$ cat config.mk
export PLATFORM = sky130hd
export DESIGN_NAME = pin_matrix
export DESIGN_NICKNAME = d
export VERILOG_FILES = /design/src/rtl/pin_matrix_pkg.sv /design/src/rtl/pin_matrix_sync.sv /design/src/rtl/pin_matrix.sv
export SDC_FILE = /design/constraint.sdc
export NUM_CORES = 2
export LEC_CHECK = 0
export CORE_MARGIN = 2
export CORE_UTILIZATION = 50
export DETAILED_ROUTE_END_ITERATION = 16
export PLACE_DENSITY = 0.68
export SYNTH_ARGS = -nofsm -noshare
export SYNTH_HDL_FRONTEND = slang
export SYNTH_HIERARCHICAL = 1
export SYNTH_SLANG_ARGS = --single-unit
$ cat constraint.sdc
create_clock -name clock -period 3.9 [get_ports clock]
set_input_delay 0.78 -clock clock [delete_from_list [all_inputs] [get_ports clock]]
set_output_delay 0.78 -clock clock [all_outputs]
set_load 0.02 [all_outputs]
$ cat src/rtl/pin_matrix_pkg.sv
// Shared encodings for the pin routing matrix: pad modes, commit FSM states
// and the layout of a config word {mode, sel}.
package pin_matrix_pkg;

    localparam logic [1:0] MODE_HIZ   = 2'd0;
    localparam logic [1:0] MODE_ROUTE = 2'd1;
    localparam logic [1:0] MODE_LOW   = 2'd2;
    localparam logic [1:0] MODE_HIGH  = 2'd3;

    localparam logic [1:0] ST_IDLE  = 2'd0;
    localparam logic [1:0] ST_BREAK = 2'd1;
    localparam logic [1:0] ST_APPLY = 2'd2;

    localparam int CFG_SEL_LSB = 0;
    localparam int CFG_MODE_W  = 2;

endpackage

$ cat src/rtl/pin_matrix_sync.sv
// Two-flop synchroniser for the raw pad inputs; both stages clear on reset.
module pin_matrix_sync #(
    parameter int WIDTH = 26
) (
    input  logic             clock,
    input  logic             reset_n,
    input  logic [WIDTH-1:0] d_i,
    output logic [WIDTH-1:0] q_o
);

    logic [WIDTH-1:0] meta_q;
    logic [WIDTH-1:0] sync_q;

    // NOTE: sequential state uses non-blocking assignments so both stages sample
    // their inputs from before the edge and the chain really is two flops deep.
    always_ff @(posedge clock or negedge reset_n) begin
        if (!reset_n) begin
            meta_q <= '0;
            sync_q <= '0;
        end else begin
            meta_q <= d_i;
            sync_q <= meta_q;
        end
    end

    assign q_o = sync_q;

endmodule

$ cat src/rtl/pin_matrix.sv
// Runtime pin routing matrix: host-written shadow table, break-before-make
// commit FSM, registered pad drivers and synchronised pad inputs.
module pin_matrix
    import pin_matrix_pkg::*;
#(
    parameter int NUM_PINS   = 26,
    parameter int NUM_SRC    = 32,
    parameter int SEL_W      = 6,
    parameter int BBM_CYCLES = 4,
    parameter int AW         = 5
) (
    input  logic                  clock,
    input  logic                  reset_n,
    input  logic [NUM_SRC-1:0]    func_out,
    input  logic [NUM_PINS-1:0]   pin_in,
    output logic [NUM_PINS-1:0]   pin_out,
    output logic [NUM_PINS-1:0]   pin_oe,
    output logic [NUM_PINS-1:0]   pin_in_sync,
    input  logic                  cfg_wr,
    input  logic                  cfg_rd,
    input  logic [AW-1:0]         cfg_addr,
    input  logic [SEL_W+1:0]      cfg_wdata,
    output logic [SEL_W+1:0]      cfg_rdata,
    output logic                  cfg_rvalid,
    output logic                  cfg_err,
    input  logic                  cfg_commit,
    output logic                  busy,
    output logic                  commit_done
);

    localparam int CW      = SEL_W + CFG_MODE_W;
    localparam int SRC_EXT = 2 ** SEL_W;
    localparam int CNT_W   = (BBM_CYCLES > 1) ? $clog2(BBM_CYCLES) : 1;
    localparam logic [AW:0]      PIN_LIMIT = (AW + 1)'(NUM_PINS);
    localparam logic [CNT_W-1:0] CNT_LOAD  = CNT_W'(BBM_CYCLES - 1);

    logic [CW-1:0]       shadow_q [NUM_PINS];
    logic [CW-1:0]       active_q [NUM_PINS];
    logic [CW-1:0]       snap_q   [NUM_PINS];
    logic [NUM_PINS-1:0] diff_d, diff_q;
    logic [1:0]          state_d, state_q;
    logic [CNT_W-1:0]    cnt_d, cnt_q;
    logic                pending_d, pending_q;
    logic                capture, apply;
    logic                addr_ok;
    logic [CW-1:0]       rdata_q;
    logic                rvalid_q, err_q;
    logic [NUM_PINS-1:0] oe_d, oe_q, out_d, out_q;
    logic [SRC_EXT-1:0]  src_ext;

    // Zero-extending the sources makes any select beyond NUM_SRC read back 0.
    assign src_ext = SRC_EXT'(func_out);
    assign addr_ok = ({1'b0, cfg_addr} < PIN_LIMIT);

    function automatic logic [1:0] pad_drive(input logic [CW-1:0] cfg, input logic [SRC_EXT-1:0] src);
        logic [SEL_W-1:0] sel;
        sel = cfg[CFG_SEL_LSB +: SEL_W];
        case (cfg[SEL_W +: CFG_MODE_W])
            MODE_HIZ:   return 2'b00;
            MODE_ROUTE: return {1'b1, src[sel]};
            MODE_LOW:   return 2'b10;
            MODE_HIGH:  return 2'b11;
            default:    return 2'b00;
        endcase
    endfunction

    // NOTE: the config tables are small flop arrays, so they take the async reset
    // like any other state; that is what guarantees hi-Z pads out of reset.
    always_ff @(posedge clock or negedge reset_n) begin
        if (!reset_n) begin
            for (int i = 0; i < NUM_PINS; i++) shadow_q[i] <= '0;
            rdata_q  <= '0;
            rvalid_q <= 1'b0;
            err_q    <= 1'b0;
        end else begin
            if (cfg_wr && addr_ok) shadow_q[cfg_addr] <= cfg_wdata;
            if (cfg_rd) rdata_q <= addr_ok ? shadow_q[cfg_addr] : '0;
            rvalid_q <= cfg_rd;
            err_q    <= (cfg_wr || cfg_rd) && !addr_ok;
        end
    end

    always_comb begin
        diff_d = '0;
        for (int i = 0; i < NUM_PINS; i++) diff_d[i] = (shadow_q[i] != active_q[i]);
    end

    always_comb begin
        // NOTE: every combinational output gets a default first so no path leaves
        // it unassigned and no latch is inferred.
        state_d   = state_q;
        cnt_d     = cnt_q;
        pending_d = pending_q;
        capture   = 1'b0;
        apply     = 1'b0;
        case (state_q)
            ST_IDLE: begin
                if (cfg_commit || pending_q) begin
                    capture   = 1'b1;
                    pending_d = 1'b0;
                    if (diff_d != '0) begin
                        state_d = ST_BREAK;
                        cnt_d   = CNT_LOAD;
                    end else begin
                        state_d = ST_APPLY;
                    end
                end
            end
            ST_BREAK: begin
                if (cfg_commit) pending_d = 1'b1;
                if (cnt_q == '0) state_d = ST_APPLY;
                else             cnt_d   = cnt_q - 1'b1;
            end
            ST_APPLY: begin
                if (cfg_commit) pending_d = 1'b1;
                apply   = 1'b1;
                state_d = ST_IDLE;
            end
            default: state_d = ST_IDLE;
        endcase
    end

    always_ff @(posedge clock or negedge reset_n) begin
        if (!reset_n) begin
            state_q   <= ST_IDLE;
            cnt_q     <= '0;
            pending_q <= 1'b0;
            diff_q    <= '0;
            for (int i = 0; i < NUM_PINS; i++) begin
                active_q[i] <= '0;
                snap_q[i]   <= '0;
            end
        end else begin
            state_q   <= state_d;
            cnt_q     <= cnt_d;
            pending_q <= pending_d;
            if (capture) begin
                diff_q <= diff_d;
                for (int i = 0; i < NUM_PINS; i++) snap_q[i] <= shadow_q[i];
            end
            if (apply) begin
                for (int i = 0; i < NUM_PINS; i++) active_q[i] <= snap_q[i];
            end
        end
    end

    // During APPLY the pads already take the snapshot so the new route lands
    // on the same edge that active is updated.
    always_comb begin
        oe_d  = '0;
        out_d = '0;
        for (int i = 0; i < NUM_PINS; i++) begin
            if (!(state_q == ST_BREAK && diff_q[i])) begin
                {oe_d[i], out_d[i]} = pad_drive((state_q == ST_APPLY) ? snap_q[i] : active_q[i], src_ext);
            end
        end
    end

    always_ff @(posedge clock or negedge reset_n) begin
        if (!reset_n) begin
            oe_q  <= '0;
            out_q <= '0;
        end else begin
            oe_q  <= oe_d;
            out_q <= out_d;
        end
    end

    pin_matrix_sync #(.WIDTH(NUM_PINS)) u_sync (
        .clock   (clock),
        .reset_n (reset_n),
        .d_i     (pin_in),
        .q_o     (pin_in_sync)
    );

    assign pin_oe      = oe_q;
    assign pin_out     = out_q;
    assign cfg_rdata   = rdata_q;
    assign cfg_rvalid  = rvalid_q;
    assign cfg_err     = err_q;
    assign busy        = (state_q != ST_IDLE);
    assign commit_done = (state_q == ST_APPLY);

endmodule

Word-level counts from Yosys, hierarchy flattened
Index checks and enable logic that the tools add are counted.

storage, ports and cells
  bits in registers = 769
  latch bits = 0
  bits in writable memories = 0
  bits in read-only memories = 0
  input port bits = 76
  output and inout bits = 90
  word-level logic and storage cells = 476
  memories = 0

cells by class
  add/subtract/negate cells = 1
  multiply operators = 0
  div/mod/pow operators = 0
  $lt $le $gt $ge = 29
  equality and inequality tests = 111
  shift-type cells = 0
  muxes and demuxes = 177
  bitwise logic cells = 1
  reduce and logical (&&, ||, !) cells = 68

operator list
  cell                  count
  $mux W8               30
  $bwmux W208           1
  $ne A8 B8 Y1          26
  $pmux W2 S4           26
  $lt A6 B7 Y1 const B  26
  $bmux W1 S6           26
  $eq A2 B2 Y1 const B  53
  $mux W1               83
  $logic_not A2 Y1      28
  $eq A2 B1 Y1 const B  27
  $bmux W8 S5           1
  $demux W8 S5          1
  $logic_and A1 B1 Y1   29
  $reduce_bool A26 Y1   1
  $mux W2               6
  $ne A2 B2 Y1 const B  4
  $pmux W2 S2           2
  $ge A6 B6 Y1 const B  1
  $lt A6 B1 Y1 const B  1
  $not A5 Y6            1
  $reduce_bool A2 Y1    3
  $lt A5 B5 Y1 const B  1
  $reduce_and A4 Y1     1
  $reduce_and A3 Y1     1
  7 further kinds       8

Depth between registers and ports, before layout
  depth in word-level cells = 6
  mapped depth = 13
  mapped depth without buffers = 9

Cells and area by module
Netlist, hierarchy kept.

by module, submodules not included
  module           times used  cells each  area each (um2)  sequential area each (um2)
  pin_matrix       1           2757        39421.6          17942.2
  pin_matrix_sync  1           52          1301.2           1301.2

Least setup slack after synthesis
Ideal clock, no wire load.

  path kind = reg-to-reg
  from = register state_q[0]
  to = register out_q[10], in the netlist pin_out[10]
  setup time = 142 ps
  data arrival time = 2991 ps
  required time = 3758 ps
  slack = 768 ps
  cell stages (with the launch flop) = 12
  path buffers = 2
  clock period less this slack = 3132 ps
  path through = dfrtp_1 inv_1 ha_1 buf_6 buf_6 mux2i_2 mux4_1 mux2i_1 mux2i_1 mux2_2 a21oi_1 a211oi_1

between the ends
  longest elaborated chain between the ends = 6
  elaborated cells on any way between the ends = 12
  those cells by class = eq/ne: 5; mux: 5; reduce/logical: 2

ends and longest elaborated chain
  element                        line               RTL
  start: declaration             pin_matrix.sv:41   logic [1:0] state_d, state_q;
  start signal: assignment       pin_matrix.sv:134  state_q <= state_d;
  $eq A2 B2 Y1 (*)               n/a
  via commit_done                pin_matrix.sv:28   output logic commit_done
  $mux W8 (*)                    pin_matrix.sv:154  {oe_d[i], out_d[i]} = pad_drive((state_q == ST_APPLY) ? snap_q[i] : active_q[i], src_ext);
  $bmux W1 S6                    pin_matrix.sv:60   MODE_ROUTE: return {1'b1, src[sel]};
  $mux W1 (implied by the code)  pin_matrix.sv:60
  $pmux W2 S4 (*)                pin_matrix.sv:58   case (cfg[SEL_W +: CFG_MODE_W])
  $mux W1 (*)                    pin_matrix.sv:153  if (!(state_q == ST_BREAK && diff_q[i])) begin
  via out_d[10]                  pin_matrix.sv:48   logic [NUM_PINS-1:0] oe_d, oe_q, out_d, out_q;
  end signal: assignment         pin_matrix.sv:165  out_q <= out_d;
  end: declaration               pin_matrix.sv:48

Mark *: on every way through the listed nets, which the timed path passes. The rest lies on a longest branch. The select of a mux whose other input is x is not followed.
A chain may end at the register's enable or synchronous reset.

Worst setup path in the final report
  from = register state_q[0]
  to = register out_q[10], in the netlist pin_out[10]

between the ends
  longest elaborated chain between the ends = 6
  elaborated cells on any way between the ends = 12
  those cells by class = eq/ne: 5; mux: 5; reduce/logical: 2

ends and longest elaborated chain
  element                        line
  $eq A2 B2 Y1                   pin_matrix.sv:154
  $mux W8                        pin_matrix.sv:154
  $bmux W1 S6                    pin_matrix.sv:60
  $mux W1 (implied by the code)  pin_matrix.sv:60
  $pmux W2 S4                    pin_matrix.sv:58
  $mux W1 (*)                    pin_matrix.sv:153
  via out_d[10]                  pin_matrix.sv:48

Marked as above.

==> impl_results.md <==
* CTS resizes at 0
* Clock sink total at about 770
* Syn Inst Count at approximately 2,800
* Final hold vios at 0
* Max-slew headroom at 0.365
* Slew Viols, Final at 0
* Clock share of power at 0.235
* Largest net degree at the start of global routing at around 90
* Outcome: complete, no violations
* Row cnt at around 100
* CTS Root Cell: clkbuf_16
* H-tree Lvls at 3
* Combinational power share at 0.421
* DRT Pass-1 Iters at 6
* Skew-Pair Late Insertion Delay at ~0.7 ns
* Number of distinct library cells after synthesis at 57
* Lkg Pwr at a little over 20 nW
* Sw power at 0.0130 W
* Worst hold path type: primary input to asynchronous set/reset pin
* Worst Setup SP: state_q[0]
* Vias per inst at ~6.5
* Seq/Total Area, Yosys at 0.473
* Max rail drop VDD at between 400 and 500 uV
* Final period util at 0.882
* Overall Global Routing Usage at 0.297
* Slew at the pin closest to its max-slew limit at 0.952 ns
* Register area at around 19,000 um2
* Global-route wire length before repair at between 150,000 and 200,000 um
* Sum Neg Setup Slack at 0 ns
* Nets at 3,117
* Min cycle time layout at 3.44 ns
* Port Buffers at 165
* Placed cell count at ~4,000
* Sequential power share at 0.343
* CTS tree: done
* Area of the core at 80,500 um2
* Unrepaired setup endpoints after global routing: false
* Residual DRC count at 0
* Die width at between 200 and 300 um
* PwrDens at 774 nW/um2
* Worst setup EP type: flop
* Cell area after synthesis at 40,700 um2
* Most frequent cells in the layout: dfrtp_1 (769), mux2_2 (602), mux2i_1 (229)
* Layout cell share with drive strength beyond 1 at 0.383
* Synth warn at 6
* Critical path required time at around 4.4 ns
* Dominant synthesized flop cell: dfrtp_1
* HPWL after DPL at 80,500 um
* I/O pins at approximately 170
* Vias at 27,000
* Die area at about 84,000 um2
* GRT overflow at 0
* Post-Syn Area per Cell at around 14 um2
* Achievable frequency at 291 MHz
* DR WL/cell at 29.2 um
* Starting density of the core at 0.506
* Int Power at between 0.02 and 0.025 W
* Number of hold buffers added after CTS at 0
* Post-CTS Setup Bufs at 0
* Worst-path clk slew at 0.06 ns
* Sw frac at 0.354
* Smallest hold slack at approximately 0.17 ns
* Initial DRC count at 2,829
* Crit path max fanout at 21
* Number of synthesized flops with an enable pin at 0
* MaxCap Viol Count at 0
* Antenna Nets Post-Route at 0
* Final WL at between 100,000 and 150,000 um
* Critical Path Start Type: flop
* Num CTS Buffers at slightly below 90
* CP Class: flop to flop
* Area of the multi-input gates at 20,400 um2
* Die Span Y at around 290 um
* Number of fill cells at between 6,000 and 7,000
* Maximum clock path buffer count at 3
* Clock skew at a little under 0.04 ns
* # setup viols final at 0
* Initial antenna violation count at 6
* Layout area overhead at 16.5%
* Yosys reg bits at a little under 800
* RD Place Congestion at between 0.9 and 1
* Fin cells at 4,169
* Most common cell after layout, fill and taps aside: dfrtp_1
* Async set or reset register ratio after synthesis at 1.00
* Crit path DAT at about 4.0 ns
* Syn Nets at between 2,000 and 3,000
* Worst reg2reg startpoint: state_q[0]
* Vias in the first global route at about 28,000
## Yosys cell counts, drive strengths merged (2+ instances only)
library cell,n,share of area
o21a,2,0.00037
clkbuf,131,0.012
clkinv,3,0.00028
a22oi,28,0.0052
o21ai,36,0.0044
a221oi,18,0.0043
nand2,57,0.0053
nor2,72,0.0066
mux2i,266,0.071
buf,51,0.0079
ha,5,0.0015
and3,2,0.00031
inv,77,0.0071
nor4,12,0.0022
a211oi,6,0.0011
nor2b,6,0.00092
a21oi,15,0.0018
a22o,8,0.0017
mux2,602,0.17
a31oi,17,0.0026
nor3,13,0.0022
nand2b,3,0.00046
dfrtp,769,0.47
and2,6,0.00092
o22ai,10,0.0015
nand3,37,0.0045
mux4,276,0.16
xnor2,208,0.045
nand4,56,0.0086
## kinds of logic after synthesis
kind of cell | count (synthesis) | share of synthesized area
simple gates | 270 | 0.0332
xor+xnor | 208 | 0.0447
fa+ha+maj | 5 | 0.00154
flops | 769 | 0.473
buf+inv | 262 | 0.0273
mux | 1144 | 0.395
compound gates | 151 | 0.0255
## metal layers
layer	up-vias	part of all wire	GRT usage
met5	-	0	0.00227
met4	0	0.040	0.119
met3	310	0.097	0.0754
met2	1453	0.47	0.462
met1	14200	0.40	0.400
li1	11100	-	-
## through the flow
stage | util | worst slack (ns) | instance area [um2] | total power, W
finish | 0.589 | 0.462 | 47500 | 0.0367
global route | 0.589 | 0.209 | 47400 | 0.0386
CTS | 0.589 | 0.468 | 47400 | 0.0369
detailed placement | 0.551 | 0.309 | 44400 | 0.0281
global placement | 0.551 | 0.322 | 44400 | 0.0275
floorplan | - | 0.768 | 40700 | 0.0234
## layout make-up
class / count / area share
Antenna cell: 6 / 0.000316
Clock buffer: 118 / 0.0517
Clock inverter: 38 / 0.0130
Inverter: 80 / 0.00633
Multi-Input combinational cell: 1778 / 0.430
Sequential cell: 769 / 0.405
Tap cell: 1060 / 0.0279
Timing Repair Buffer: 320 / 0.0653
## power by group through the flow
stage / logic [W] / clock network [W] / registers [W]
2_1_floorplan: 0.0111 / 0 / 0.0123
3_3_place_gp: 0.0151 / 0 / 0.0125
3_5_place_dp: 0.0154 / 0 / 0.0127
4_1_cts: 0.0155 / 0.00881 / 0.0126
5_1_grt: 0.0165 / 0.00917 / 0.0129
6_report: 0.0155 / 0.00865 / 0.0126
## state kept, by name (all words and copies together) (netlist names)
signal         cells
active_q         208
shadow_q         208
snap_q           208
diff_q            26
pin_oe            26
pin_out           26
u_sync/meta_q     26
u_sync/q_o        26
cfg_rdata          8
cnt_q              2
state_q            2
cfg_err            1
cfg_rvalid         1
pending_q          1
## path summary, 6_finish.rpt
kind | to | slack, ns | depth (start not counted)
max | pin_out[10] | 0.46 | 11
min | active_q[54] | 0.17 | 1
max reg2reg | pin_out[10] | 0.46 | 11
min reg2reg | u_sync/q_o[10] | 0.35 | 0
max in group asynchronous | u_sync/meta_q[8] | 2.58 | 2
min in group clock | u_sync/q_o[10] | 0.35 | 0
## worst max-delay path, cell delays in order (launching register included)
cell and delay [ns]:
dfrtp_1 0.39, inv_1 0.20, ha_4 0.21, buf_12 0.24, buf_4 0.38, mux2i_1 0.66, mux4_1 0.41, mux2i_1 0.17
mux2i_1 0.09, mux2_2 0.30, a21oi_1 0.15, a211oi_1 0.06
Power figures use the tool's default switching activity.
